[config.mk]
export PLATFORM = sky130hd
export DESIGN_NAME = jedro_1_lsu
export DESIGN_NICKNAME = d
export VERILOG_FILES = /design/src/rtl/jedro_1_lsu.sv
export SDC_FILE = /design/constraint.sdc
export NUM_CORES = 1
export LEC_CHECK = 0
export CAP_MARGIN = 10
export CELL_PAD_IN_SITES_DETAIL_PLACEMENT = 1
export CELL_PAD_IN_SITES_GLOBAL_PLACEMENT = 1
export CORE_ASPECT_RATIO = 1.75
export CORE_MARGIN = 1
export CORE_UTILIZATION = 37
export DETAILED_ROUTE_END_ITERATION = 10
export MAX_ROUTING_LAYER = met4
export PLACE_DENSITY_LB_ADDON = 0.1
export SKIP_CTS_REPAIR_TIMING = 1
export SYNTH_ARGS = -nofsm -noshare
export SYNTH_HDL_FRONTEND = slang
export SYNTH_SLANG_ARGS = --single-unit
[constraint.sdc]
create_clock -name clk_i -period 2.9 [get_ports clk_i]
set_clock_uncertainty 0.1 [all_clocks]
set_input_delay 0.435 -clock clk_i [delete_from_list [all_inputs] [get_ports clk_i]]
set_output_delay 0.435 -clock clk_i [all_outputs]
set_load 0.01 [all_outputs]
[src/rtl/jedro_1_lsu.sv]
// Load-store unit for jedro_1: one memory operation at a time over a req/gnt/rvalid bus,
// with byte-lane steering for stores and sign/zero extension for load writeback.
module jedro_1_lsu #(
  parameter int DATA_WIDTH     = 32,
  parameter int REG_ADDR_WIDTH = 5
) (
  input  logic                      clk_i,
  input  logic                      rstn_i,
  input  logic                      ctrl_valid_i,
  output logic                      ctrl_ready_o,
  input  logic                      ctrl_we_i,
  input  logic [1:0]                ctrl_size_i,
  input  logic                      ctrl_unsigned_i,
  input  logic [DATA_WIDTH-1:0]     ctrl_addr_i,
  input  logic [DATA_WIDTH-1:0]     ctrl_wdata_i,
  input  logic [REG_ADDR_WIDTH-1:0] ctrl_rd_i,
  output logic                      rf_we_o,
  output logic [REG_ADDR_WIDTH-1:0] rf_addr_o,
  output logic [DATA_WIDTH-1:0]     rf_data_o,
  output logic                      misaligned_o,
  output logic                      bus_err_o,
  output logic [DATA_WIDTH-1:0]     err_addr_o,
  output logic                      data_req_o,
  input  logic                      data_gnt_i,
  input  logic                      data_rvalid_i,
  output logic                      data_we_o,
  output logic [3:0]                data_be_o,
  output logic [DATA_WIDTH-1:0]     data_addr_o,
  output logic [DATA_WIDTH-1:0]     data_wdata_o,
  input  logic [DATA_WIDTH-1:0]     data_rdata_i,
  input  logic                      data_err_i
);

  typedef enum logic [1:0] {
    IDLE = 2'd0,
    REQ  = 2'd1,
    WAIT = 2'd2
  } state_e;

  localparam logic [1:0] SIZE_BYTE = 2'b00;
  localparam logic [1:0] SIZE_HALF = 2'b01;
  localparam logic [1:0] SIZE_WORD = 2'b10;

  state_e                    state_q;
  logic                      rf_we_q;
  logic [REG_ADDR_WIDTH-1:0] rf_addr_q;
  logic [DATA_WIDTH-1:0]     rf_data_q;
  logic                      misaligned_q;
  logic                      bus_err_q;
  logic [DATA_WIDTH-1:0]     err_addr_q;
  logic                      data_req_q;
  logic                      data_we_q;
  logic [3:0]                data_be_q;
  logic [DATA_WIDTH-1:0]     data_addr_q;
  logic [DATA_WIDTH-1:0]     data_wdata_q;

  // Per-operation context kept for the response phase.
  logic [1:0]                addr_lo_q;
  logic [1:0]                size_q;
  logic                      unsigned_q;
  logic [REG_ADDR_WIDTH-1:0] rd_q;
  logic [DATA_WIDTH-1:0]     addr_full_q;

  logic                      accept;
  logic                      misaligned_d;
  logic [3:0]                be_d;
  logic [DATA_WIDTH-1:0]     wdata_d;
  logic [DATA_WIDTH-1:0]     rdata_shifted;
  logic [DATA_WIDTH-1:0]     rf_data_d;

  assign ctrl_ready_o = (state_q == IDLE);
  assign accept       = ctrl_valid_i & ctrl_ready_o;

  always_comb begin
    misaligned_d = 1'b0;
    case (ctrl_size_i)
      SIZE_BYTE: misaligned_d = 1'b0;
      SIZE_HALF: misaligned_d = ctrl_addr_i[0];
      SIZE_WORD: misaligned_d = |ctrl_addr_i[1:0];
      default:   misaligned_d = 1'b1;
    endcase
  end

  // Store data is replicated across lanes so the byte enables alone pick the target bytes.
  always_comb begin
    be_d    = 4'b1111;
    wdata_d = ctrl_wdata_i;
    case (ctrl_size_i)
      SIZE_BYTE: begin
        be_d    = 4'b0001 << ctrl_addr_i[1:0];
        wdata_d = {4{ctrl_wdata_i[7:0]}};
      end
      SIZE_HALF: begin
        be_d    = 4'b0011 << {ctrl_addr_i[1], 1'b0};
        wdata_d = {2{ctrl_wdata_i[15:0]}};
      end
      default: begin
        be_d    = 4'b1111;
        wdata_d = ctrl_wdata_i;
      end
    endcase
  end

  assign rdata_shifted = data_rdata_i >> {addr_lo_q, 3'b000};

  always_comb begin
    rf_data_d = rdata_shifted;
    case (size_q)
      SIZE_BYTE: rf_data_d = unsigned_q ? {{(DATA_WIDTH-8){1'b0}}, rdata_shifted[7:0]}
                                        : {{(DATA_WIDTH-8){rdata_shifted[7]}}, rdata_shifted[7:0]};
      SIZE_HALF: rf_data_d = unsigned_q ? {{(DATA_WIDTH-16){1'b0}}, rdata_shifted[15:0]}
                                        : {{(DATA_WIDTH-16){rdata_shifted[15]}}, rdata_shifted[15:0]};
      default:   rf_data_d = rdata_shifted;
    endcase
  end

  always_ff @(posedge clk_i or negedge rstn_i) begin
    if (!rstn_i) begin
      state_q      <= IDLE;
      rf_we_q      <= 1'b0;
      rf_addr_q    <= '0;
      rf_data_q    <= '0;
      misaligned_q <= 1'b0;
      bus_err_q    <= 1'b0;
      err_addr_q   <= '0;
      data_req_q   <= 1'b0;
      data_we_q    <= 1'b0;
      data_be_q    <= 4'b0000;
      data_addr_q  <= '0;
      data_wdata_q <= '0;
      addr_lo_q    <= 2'b00;
      size_q       <= 2'b00;
      unsigned_q   <= 1'b0;
      rd_q         <= '0;
      addr_full_q  <= '0;
    end else begin
      rf_we_q      <= 1'b0;
      misaligned_q <= 1'b0;
      bus_err_q    <= 1'b0;
      case (state_q)
        IDLE: begin
          if (accept) begin
            if (misaligned_d) begin
              // Faults never reach the bus; staying in IDLE permits back-to-back accepts.
              misaligned_q <= 1'b1;
              err_addr_q   <= ctrl_addr_i;
            end else begin
              state_q      <= REQ;
              data_req_q   <= 1'b1;
              data_we_q    <= ctrl_we_i;
              data_be_q    <= be_d;
              data_addr_q  <= {ctrl_addr_i[DATA_WIDTH-1:2], 2'b00};
              data_wdata_q <= wdata_d;
              addr_lo_q    <= ctrl_addr_i[1:0];
              size_q       <= ctrl_size_i;
              unsigned_q   <= ctrl_unsigned_i;
              rd_q         <= ctrl_rd_i;
              addr_full_q  <= ctrl_addr_i;
            end
          end
        end
        REQ: begin
          if (data_gnt_i) begin
            state_q    <= WAIT;
            data_req_q <= 1'b0;
          end
        end
        WAIT: begin
          if (data_rvalid_i) begin
            state_q <= IDLE;
            if (data_err_i) begin
              bus_err_q  <= 1'b1;
              err_addr_q <= addr_full_q;
            end else if (!data_we_q && (rd_q != '0)) begin
              rf_we_q   <= 1'b1;
              rf_addr_q <= rd_q;
              rf_data_q <= rf_data_d;
            end
          end
        end
        default: begin
          state_q    <= IDLE;
          data_req_q <= 1'b0;
        end
      endcase
    end
  end

  assign rf_we_o      = rf_we_q;
  assign rf_addr_o    = rf_addr_q;
  assign rf_data_o    = rf_data_q;
  assign misaligned_o = misaligned_q;
  assign bus_err_o    = bus_err_q;
  assign err_addr_o   = err_addr_q;
  assign data_req_o   = data_req_q;
  assign data_we_o    = data_we_q;
  assign data_be_o    = data_be_q;
  assign data_addr_o  = data_addr_q;
  assign data_wdata_o = data_wdata_q;

endmodule

==> reports/summary.txt <==
status -> complete, no violations
# nets final -> 963
Remaining DRCs -> 0
routability cong. -> 0.848
Clk pwr share -> 22.5%
DIE WIDTH -> 106 um
Mean Syn Cell Area -> 11.1 um2
sw frac -> 32.7%
Post-Synthesis Cell Area -> 7020 um2
largest net degree at the start of global routing -> 56
clk sink count -> 152
CTS max path bufs -> 2
Power per Cell Area -> 935 nW/um2
Clock Root Buffer -> clkbuf_16
H-tree depth -> 4
R2R setup slack -> 0.69 ns
commonest non-fill, non-tap cells in the layout -> clkdlybuf4s50_1 (250), dfrtp_1 (152), nand2_1 (74), mux2_1 (48), mux2i_1 (40)
worst-margin pin slew -> 0.829 ns
DIE HEIGHT -> 184 um
WHS Path Cells -> 2
Hold Crit Start -> rf_addr_o[3]
GR Util All Layers -> 23.5%
final setup violation count -> 0
leading area contributor after synthesis -> dfrtp_1
dpl cell area -> 9550 um2
filler instances -> 1995
core area -> 18600 um2
Post-synth EDFFs -> 0
worst r2r src -> addr_lo_q[0]
synthesized flop and latch total -> 152
Hold EP -> rf_addr_o[3]
Critical Path Source -> addr_lo_q[0]
Power Internal -> 0.00637 W
Skew-Pair Late Insertion Delay -> 0.42 ns
fin crit share -> 76.2%
sequential area share after synthesis -> 54.2%
CTS Buf Count -> 17
WS Path Type -> reg -> reg
FF-to-FF path depth -> 5
initial antenna violation count -> 1
setup_tns -> 0 ns
total power -> 0.00947 W
final wirelength -> 21500 um
Syn Inst Count -> 635
Slew Limit Fails -> 0
Hold Path Class -> reg -> reg
crit path time final -> 2.21 ns
layout cells sized above 1 -> 7.52%
reg2reg end -> rf_data_o[28]
vias in the first global route -> 6287
HPWL Detailed -> 16000 um
post-route core utilization -> 54.5%
Starting Density -> 37.8%
fmax -> 452 MHz
drt first-iter violations -> 192
max cap viols -> 0
Via Count -> 5658
library cells used by synthesis -> 35
final hold violations -> 0
Max FO, Critical Path -> 16
combinational power share -> 39.6%
static leakage -> 4.31 nW
Peak VDD IR -> 0.502 mV
Buffers on Ports -> 251
Ports -> 254
row count -> 66
DR vias/cell -> 5.13
ys flop type -> dfrtp_1
YS warnings -> 0
RSZ-0062 raised after global routing -> false
FFs w/ async S/R, synth -> 100%
Die ar. -> 19600 um2
most common cell after layout, fill and taps aside -> clkdlybuf4s50_1
Wirelength per Cell -> 19.5 um
CP Capture Type -> register
total grt overflow -> 0
post-route ant nets -> 0
top cell type's share of synthesized area -> 54.2%
synth top area cells -> dfrtp_1 (54%), mux2_1 (7.7%), mux2i_1 (5.7%)
Area growth syn-to-layout -> 44.3%
CTS tree -> yes
part of the power in registers -> 37.9%
DR pass1 iterations -> 4
Req. time, crit path -> 3.09 ns
post-route cell area -> 10100 um2
CP startpoint kind -> register
Slew headroom -> 44.5%
arrival time worst endpoint -> 2.40 ns
Psw -> 0.00310 W
first-pass GRT wire length -> 34100 um
clock slew at reported path FFs -> 0.06 ns
cells by family (layout without fill, tap and decap cells):
logic type / Yosys count / in the layout / share of synthesized area [%]
and+or+nand+nor: 161 / 161 / 9.91
DFF: 152 / 152 / 54.2
AOI/OAI and AO/OA: 145 / 145 / 13.7
muxes: 98 / 98 / 15.0
buffers and inverters: 78 / 306 / 7.15
other: 1 / 3 / 0.0534
routing by layer:
metal / share of wire [%] / wire length, um / global-route usage (%)
met1: 37 / 7900 / 24.8
met2: 54 / 11700 / 41.5
met3: 4.6 / 997 / 4.56
met4: 4.2 / 903 / 11.6
met5: 0 / 0 / -
synth_stat cells (all sizes together), types with 3 or more instances:
cell type    n
a21oi       28
and2         7
buf         58
clkbuf      16
dfrtp      152
inv          4
mux2        58
mux2i       40
nand2       74
nand3       33
nor2        36
nor2b        3
o21a        32
o21ai       45
o22a        32
flip-flops by register name, indices dropped and copies added (netlist names):
name / cells
addr_full_q: 31
addr_lo_q: 1
bus_err_o: 1
data_be_o: 4
data_req_o: 1
data_wdata_o: 32
data_we_o: 1
err_addr_o: 32
misaligned_o: 1
rd_q: 5
rf_addr_o: 5
rf_data_o: 32
rf_we_o: 1
size_q: 2
state_q: 2
unsigned_q: 1
metrics by stage:
stage	cells	hold slack (ns)	worst slack, ns
after floorplan	636	0.0394	1.09
after detailed placement	1070	0.344	0.376
final	1103	0.374	0.689
after global placement	1070	0.335	0.440
after global routing	1103	0.413	0.531
after CTS	1101	-0.110	0.667
cell type report:
type / instances / area, um2 / area share, %
well taps: 238 / 298 / 2.94
inverters: 4 / 15.0 / 0.148
diodes: 1 / 2.50 / 0.0247
repair buffers: 271 / 2720 / 26.8
flip-flops and latches: 152 / 3800 / 37.6
clock inverters: 9 / 93.8 / 0.926
clock buffers: 22 / 474 / 4.68
multi-input cells: 406 / 2730 / 26.9
worst max path at each step:
| stage | endpoint | slack [ns] | cells past startpoint |
|---|---|---|---|
| after floorplan | addr_lo_q[0] | 1.09 | 5 |
| after CTS | rf_data_o[28] | 0.67 | 5 |
| final | rf_data_o[28] | 0.69 | 5 |
| after global routing | rf_data_o[25] | 0.53 | 5 |
| after global placement | data_wdata_o[4] | 0.44 | 5 |
| after detailed placement | rd_q[3] | 0.38 | 5 |
worst max-delay path, cell delays in order, from the launching register on:
cell and delay (ns):
dfrtp_1 0.72, mux2_2 0.44, mux2_2 0.30, o2111ai_2 0.16
buf_4 0.26, nand3_1 0.10
power groups by stage:
| stage | Combinational [W] | Sequential, W | Clock, W |
|---|---|---|---|
| finish | 0.00375 | 0.00359 | 0.00213 |
| global route | 0.00403 | 0.00372 | 0.00228 |
| CTS | 0.00381 | 0.00361 | 0.00219 |
| detailed placement | 0.00378 | 0.00364 | 0 |
| global placement | 0.00371 | 0.00358 | 0 |
| floorplan | 0.00156 | 0.00374 | 0 |
Note: power is estimated with default switching activity, not from simulation.
